--- src/rtl/sub32_pipe_pkg.sv ---
// Shared widths and carry-lookahead helpers for the two-stage subtractor.
// Only 4-bit lookahead groups are supported by these helpers.
package sub32_pipe_pkg;

    localparam int unsigned WIDTH = 32;
    localparam int unsigned HALF  = 16;
    localparam int unsigned GROUP = 4;
    localparam int unsigned NGRP  = HALF / GROUP;

    // Carries into bits 1..3 of a 4-bit group, given its carry-in.
    function automatic logic [2:0] cla_carry3(input logic [2:0] g, input logic [2:0] p,
                                              input logic cin);
        logic [2:0] c;
        c[0] = g[0] | (p[0] & cin);
        c[1] = g[1] | (p[1] & g[0]) | (p[1] & p[0] & cin);
        c[2] = g[2] | (p[2] & g[1]) | (p[2] & p[1] & g[0]) | (p[2] & p[1] & p[0] & cin);
        return c;
    endfunction

    function automatic logic cla_gen4(input logic [3:0] g, input logic [3:0] p);
        return g[3] | (p[3] & g[2]) | (p[3] & p[2] & g[1]) | (p[3] & p[2] & p[1] & g[0]);
    endfunction

    function automatic logic cla_prop4(input logic [3:0] p);
        return &p;
    endfunction

endpackage

--- src/rtl/sub32_pipe_cla16.sv ---
// 16-bit two-level carry-lookahead adder: four 4-bit groups plus a group-level
// lookahead unit, so no carry ripples through more than one level of groups.
module sub32_pipe_cla16
    import sub32_pipe_pkg::*;
(
    input  logic [HALF-1:0] a,
    input  logic [HALF-1:0] b,
    input  logic            cin,
    output logic [HALF-1:0] sum,
    output logic            cout
);

    logic [HALF-1:0] g;
    logic [HALF-1:0] p;
    logic [HALF-1:0] c;
    logic [NGRP-1:0] grp_g;
    logic [NGRP-1:0] grp_p;
    logic [NGRP-1:0] grp_cin;
    logic [2:0]      top_c;

    assign g = a & b;
    assign p = a ^ b;

    for (genvar k = 0; k < NGRP; k++) begin : g_grp
        logic [2:0] loc_c;

        assign grp_g[k] = cla_gen4(g[k*GROUP +: GROUP], p[k*GROUP +: GROUP]);
        assign grp_p[k] = cla_prop4(p[k*GROUP +: GROUP]);
        assign loc_c    = cla_carry3(g[k*GROUP +: 3], p[k*GROUP +: 3], grp_cin[k]);
        assign c[k*GROUP +: GROUP] = {loc_c, grp_cin[k]};
    end

    // Second lookahead level works on group generate/propagate.
    assign top_c   = cla_carry3(grp_g[2:0], grp_p[2:0], cin);
    assign grp_cin = {top_c, cin};
    assign cout    = cla_gen4(grp_g, grp_p) | (cla_prop4(grp_p) & cin);

    assign sum = p ^ c;

endmodule

--- src/rtl/sub32_pipe.sv ---
// Two-stage pipelined 32-bit subtractor, a - b = a + ~b + 1, low half in stage 1 and
// high half in stage 2, with valid/ready handshakes and borrow/overflow/zero flags.
module sub32_pipe
    import sub32_pipe_pkg::*;
(
    input  logic             clk,
    input  logic             rst_n,
    input  logic             in_valid,
    output logic             in_ready,
    input  logic [WIDTH-1:0] a,
    input  logic [WIDTH-1:0] b,
    output logic             out_valid,
    input  logic             out_ready,
    output logic [WIDTH-1:0] diff,
    output logic             borrow,
    output logic             overflow,
    output logic             zero
);

    logic            s1_valid;
    logic [HALF-1:0] s1_diff_lo;
    logic            c16_r;
    logic [HALF-1:0] a_hi_r;
    logic [HALF-1:0] b_hi_r;

    logic [HALF-1:0] lo_sum;
    logic            lo_cout;
    logic [HALF-1:0] hi_sum;
    logic            c32;
    logic [HALF-1:0] b_lo_n;
    logic [HALF-1:0] b_hi_n;

    logic s2_free;
    logic s1_free;
    logic accept;
    logic transfer;

    assign s2_free  = !out_valid || out_ready;
    assign s1_free  = !s1_valid || s2_free;
    assign in_ready = s1_free;
    assign accept   = in_valid && in_ready;
    assign transfer = s1_valid && s2_free;

    assign b_lo_n = ~b[HALF-1:0];
    assign b_hi_n = ~b_hi_r;

    sub32_pipe_cla16 u_cla_lo (
        .a    (a[HALF-1:0]),
        .b    (b_lo_n),
        .cin  (1'b1),
        .sum  (lo_sum),
        .cout (lo_cout)
    );

    sub32_pipe_cla16 u_cla_hi (
        .a    (a_hi_r),
        .b    (b_hi_n),
        .cin  (c16_r),
        .sum  (hi_sum),
        .cout (c32)
    );

    always_ff @(posedge clk or negedge rst_n) begin
        if (!rst_n) begin
            s1_valid   <= 1'b0;
            s1_diff_lo <= '0;
            c16_r      <= 1'b0;
            a_hi_r     <= '0;
            b_hi_r     <= '0;
        end else if (accept) begin
            s1_valid   <= 1'b1;
            s1_diff_lo <= lo_sum;
            c16_r      <= lo_cout;
            a_hi_r     <= a[WIDTH-1:HALF];
            b_hi_r     <= b[WIDTH-1:HALF];
        end else if (transfer) begin
            s1_valid <= 1'b0;
        end
    end

    // Signed overflow: operand signs differ and the result sign departs from a.
    always_ff @(posedge clk or negedge rst_n) begin
        if (!rst_n) begin
            out_valid <= 1'b0;
            diff      <= '0;
            borrow    <= 1'b0;
            overflow  <= 1'b0;
            zero      <= 1'b0;
        end else if (transfer) begin
            out_valid <= 1'b1;
            diff      <= {hi_sum, s1_diff_lo};
            borrow    <= ~c32;
            overflow  <= (a_hi_r[HALF-1] != b_hi_r[HALF-1]) && (hi_sum[HALF-1] != a_hi_r[HALF-1]);
            zero      <= ({hi_sum, s1_diff_lo} == '0);
        end else if (out_ready) begin
            out_valid <= 1'b0;
        end
    end

endmodule

--- config.mk ---
export PLATFORM = sky130hd
export DESIGN_NAME = sub32_pipe
export DESIGN_NICKNAME = d
export VERILOG_FILES = /design/src/rtl/sub32_pipe_pkg.sv /design/src/rtl/sub32_pipe_cla16.sv /design/src/rtl/sub32_pipe.sv
export SDC_FILE = /design/constraint.sdc
export NUM_CORES = 1
export LEC_CHECK = 0
export ABC_AREA = 1
export CORE_MARGIN = 4
export CORE_UTILIZATION = 52
export CTS_BUF_LIST = sky130_fd_sc_hd__clkbuf_8 sky130_fd_sc_hd__clkbuf_16
export DETAILED_ROUTE_END_ITERATION = 8
export GPL_ROUTABILITY_DRIVEN = 0
export HOLD_SLACK_MARGIN = 0.05
export PLACE_DENSITY = 0.88
export SLEW_MARGIN = 0
export SYNTH_ARGS = -nofsm -noshare
export SYNTH_HDL_FRONTEND = slang
export SYNTH_HIERARCHICAL = 1
export SYNTH_SLANG_ARGS = --single-unit
--- constraint.sdc ---
create_clock -name clk -period 2.9 [get_ports clk]
set_clock_uncertainty 0.2 [all_clocks]
set_input_delay 0.58 -clock clk [delete_from_list [all_inputs] [get_ports clk]]
set_output_delay 0.58 -clock clk [all_outputs]
set_load 0.03 [all_outputs]
==> flow_results.xml <==
<?xml version="1.0" encoding="UTF-8"?>
<metrics>
  <group name="run_status">
    <metric name="run_status" unit="">finished, final reports clean</metric>
  </group>
  <group name="worst_setup_path">
    <metric name="critPathArrivalTime" unit="ps">2790</metric>
    <metric name="cp_cell_sequence" unit="">ha_1, or2_0, nand3b_1, nand2_2, nand2_1, nand2_2, fa_1, xor2_1, nor2_1, nand2_1, nor2_2, nand2_1, o21bai_1</metric>
    <metric name="critical_path.endpoint_type" unit="">register</metric>
    <metric name="rr_startpoint" unit="">a_hi_r[1]</metric>
    <metric name="crit_path_start" unit="">a_hi_r[1]</metric>
    <metric name="crit_fanout" unit="">5</metric>
    <metric name="path_common_cell" unit="">nand2_1</metric>
    <metric name="critical_path.max_stage_delay" unit="ps">390</metric>
    <metric name="cp_slowest_cell" unit="">dfrtp_1</metric>
    <metric name="criticalPathCategory" unit="">reg2reg</metric>
    <metric name="setup.worst_path.start_class" unit="">register</metric>
    <metric name="cp_data_required_time" unit="ps">2970</metric>
  </group>
  <group name="clock_tree">
    <metric name="ctsHoldBuffers" unit="">0</metric>
    <metric name="htreeDepth" unit="">3</metric>
    <metric name="clock_sinks" unit="">86</metric>
    <metric name="cts.clk_slew.worst_paths" unit="ps">80</metric>
    <metric name="insertion_delay" unit="ps">340</metric>
    <metric name="cts_root_buf" unit="">clkbuf_8</metric>
    <metric name="cts_tree" unit="">done</metric>
    <metric name="cts_made_buffers" unit="">9</metric>
    <metric name="clock_tree.buffer_depth" unit="">2</metric>
  </group>
  <group name="detailed_routing">
    <metric name="totalWireLength" unit="µm">12100</metric>
    <metric name="avgViaCountPerCell" unit="">5.13</metric>
    <metric name="route.vias.total" unit="">4573</metric>
    <metric name="drt_iter0_markers" unit="">266</metric>
    <metric name="route.detailed.wl_per_inst" unit="µm">13.5</metric>
    <metric name="dr.pass1.iters" unit="">5</metric>
    <metric name="drt.antenna.violating_nets" unit="">0</metric>
    <metric name="remaining_drc_errors" unit="">0</metric>
  </group>
  <group name="pwr">
    <metric name="vdd_ir_drop_max" unit="mV">0.366</metric>
    <metric name="clock_power_share" unit="">0.189</metric>
    <metric name="netSwitchingFraction" unit="">0.393</metric>
    <metric name="power.share.sequential" unit="">0.364</metric>
    <metric name="leakagePower" unit="nW">3.47</metric>
    <metric name="internal_power" unit="mW">2.87</metric>
    <metric name="comb_power_share" unit="">0.447</metric>
    <metric name="power-per-cell-area" unit="nW/µm²">729</metric>
    <metric name="power_switching" unit="mW">1.86</metric>
  </group>
  <group name="synthesis">
    <metric name="synth.avg_cell_area" unit="µm²">7.80</metric>
    <metric name="register_area_share_after_synthesis" unit="">0.425</metric>
    <metric name="post_synth_num_cell_types" unit="">29</metric>
    <metric name="yosysWarningCount" unit="">6</metric>
    <metric name="synthDominantCellAreaShare" unit="">0.425</metric>
    <metric name="synth.area.top_cells" unit="">dfrtp_1, nand2_1, ha_1, inv_1, nand3_1</metric>
    <metric name="post_synth_edffs" unit="">0</metric>
    <metric name="synth_area" unit="µm²">5060</metric>
    <metric name="yosys_register_bits" unit="">86</metric>
    <metric name="netlist_top_cells_count" unit="">nand2_1, dfrtp_1, inv_1</metric>
    <metric name="synth_cells" unit="">649</metric>
    <metric name="synth_most_common_cell" unit="">nand2_1</metric>
    <metric name="ys_dominant_reg_cell" unit="">dfrtp_1</metric>
    <metric name="yosysTopAreaCell" unit="">dfrtp_1</metric>
    <metric name="asyncSetResetFlopFracSynth" unit="">1.00</metric>
  </group>
  <group name="layout">
    <metric name="antenna-diode-count" unit="">0</metric>
    <metric name="layoutNonFillerInstCount" unit="">892</metric>
    <metric name="flow.area_growth_from_synthesis" unit="%">28.0</metric>
    <metric name="fraction_of_layout_instances_using_a_drive_strength_above_1" unit="">0.0695</metric>
    <metric name="finalNetCount" unit="">868</metric>
  </group>
  <group name="floorplan">
    <metric name="design.portCount" unit="">105</metric>
    <metric name="width_of_the_die" unit="µm">107</metric>
    <metric name="initial_core_util" unit="">0.540</metric>
    <metric name="dieHeight" unit="µm">107</metric>
    <metric name="placeableCoreArea" unit="µm²">9370</metric>
    <metric name="dieArea" unit="µm²">11400</metric>
    <metric name="rows" unit="">35</metric>
  </group>
  <group name="sta">
    <metric name="finalCritPeriodShare" unit="">0.937</metric>
    <metric name="tightestPinTransition" unit="ps">671</metric>
    <metric name="slew_violations" unit="">0</metric>
    <metric name="time_the_worst_path_needs_with_i_o_delays_and_setup" unit="ps">2720</metric>
    <metric name="relSlewSlack" unit="">0.553</metric>
    <metric name="final_report_setup_violation_count" unit="">0</metric>
    <metric name="fin_worst_hold_slack" unit="ps">67.4</metric>
    <metric name="unrepaired_setup_endpoints_after_global_routing" unit="">false</metric>
    <metric name="hold_viol_final" unit="">0</metric>
    <metric name="achievable-frequency" unit="MHz">368</metric>
  </group>
  <group name="placement">
    <metric name="place_hpwl" unit="µm">9140</metric>
    <metric name="placed_cells" unit="">878</metric>
    <metric name="io_buffer_count" unit="">104</metric>
  </group>
  <group name="worst_hold_path">
    <metric name="hold_path.class" unit="">in2async</metric>
  </group>
  <group name="global_route">
    <metric name="largest_net_degree_at_the_start_of_global_routing" unit="">56</metric>
    <metric name="grt_pass1_vias" unit="">4460</metric>
    <metric name="antenna_found_initial" unit="">0</metric>
    <metric name="grt-ovfl-total" unit="">0</metric>
    <metric name="total_global_route_track_usage" unit="">0.216</metric>
    <metric name="grt_first_pass_wirelength" unit="µm">20000</metric>
  </group>
  <group name="job">
    <metric name="max_cap_viol_count" unit="">0</metric>
  </group>
</metrics>
==> worst max-delay path: cells and delay by family (launching register included) <==
kind,cells,cell delay [ps]
AND/OR/NAND/NOR,9,1010
XOR/XNOR,1,190
AO/OA/AOI/OAI,1,130
flip-flops,1,390
adder cells (fa/ha/maj),2,710
==> stage by stage <==
step                total power, mW  utilization  instance area, µm²  TNS [ps]  worst slack, ps
floorplan                      3.03            -                5060         0              496
global placement               3.75        0.667                6250     -2.47            -2.47
detailed placement             3.84        0.667                6250      -177            -88.7
CTS                            4.73        0.690                6460         0              171
global route                   5.04        0.691                6480         0             15.6
finish                         4.72        0.691                6480         0              181
==> metal layers <==
layer  GRT usage  part of all wire  vias to the layer above
met1       0.265              0.40                     2162
li1            -                 -                     2226
met5           0                 0                        -
met2       0.394              0.52                      160
met3      0.0283             0.052                       25
met4      0.0703             0.021                        0
==> flip-flops by register name, indices dropped and copies added, names as in the netlist <==
| register | cells |
|---|---|
| diff | 32 |
| out_valid | 1 |
| c16_r | 1 |
| borrow | 1 |
| s1_diff_lo | 16 |
| a_hi_r | 16 |
| zero | 1 |
| b_hi_r | 16 |
| s1_valid | 1 |
| overflow | 1 |
==> kinds of logic after synthesis <==
logic type      Yosys count  synth area share
simple gates            352             0.297
buf+inv                 106            0.0873
flops                    86             0.425
compound gates           50            0.0551
fa+ha+maj                40             0.111
xor+xnor                 14            0.0242
other cells               1          0.000741
==> final timing paths <==
kind	cells past startpoint	slack, ps	endpoint
min	1	70	b_hi_r[10]
min reg2reg	2	280	a_hi_r[1]
max in group asynchronous	2	1730	s1_diff_lo[13]
max	13	180	zero
max reg2reg	13	180	zero
min in group clk	2	280	a_hi_r[1]
==> final cells by class <==
class | instances | area, µm²
Clock buffer | 10 | 138
Clock inverter | 4 | 72.6
Fill cell | 777 | 2900
Inverter | 87 | 327
Multi-Input combinational cell | 458 | 2480
Sequential cell | 86 | 2150
Tap cell | 129 | 161
Timing Repair Buffer | 118 | 1140
==> power by group through the flow <==
| stage | clock [mW] | combinational, mW | sequential [mW] |
|---|---|---|---|
| 2_1_floorplan | 0 | 0.930 | 2.10 |
| 3_3_place_gp | 0 | 2.02 | 1.73 |
| 3_5_place_dp | 0 | 2.10 | 1.74 |
| 4_1_cts | 0.907 | 2.11 | 1.72 |
| 5_1_grt | 0.963 | 2.32 | 1.76 |
| 6_report | 0.892 | 2.11 | 1.72 |
==> repair_timing <==
action / CTS / global route
resized for setup: 0 / 4
endpoints found under the setup margin: 0 / 1
setup buffers: 0 / 0
==> placed cells by master, fill, tap and decap left out, types with 2 or more instances in the layout <==
cell	Yosys	layout
a21oi_1	32	31
a221oi_1	4	4
and2_1	4	4
and3_1	2	2
buf_4	3	15
bufinv_16	0	2
clkbuf_8	0	10
clkdlybuf4s50_1	0	103
conb_1	1	2
dfrtp_1	86	86
fa_1	8	8
ha_1	32	30
ha_2	0	2
inv_1	86	86
nand2_1	225	225
nand2_2	12	12
nand2_4	2	2
nand3_1	52	52
nand3b_1	3	3
nor2_1	43	42
nor2_4	4	4
nor3_1	2	2
o21ai_0	8	8
o21bai_1	5	5
or2_0	2	2
xnor2_1	4	4
xor2_1	10	10
Note: power is estimated with default switching activity, not from simulation.
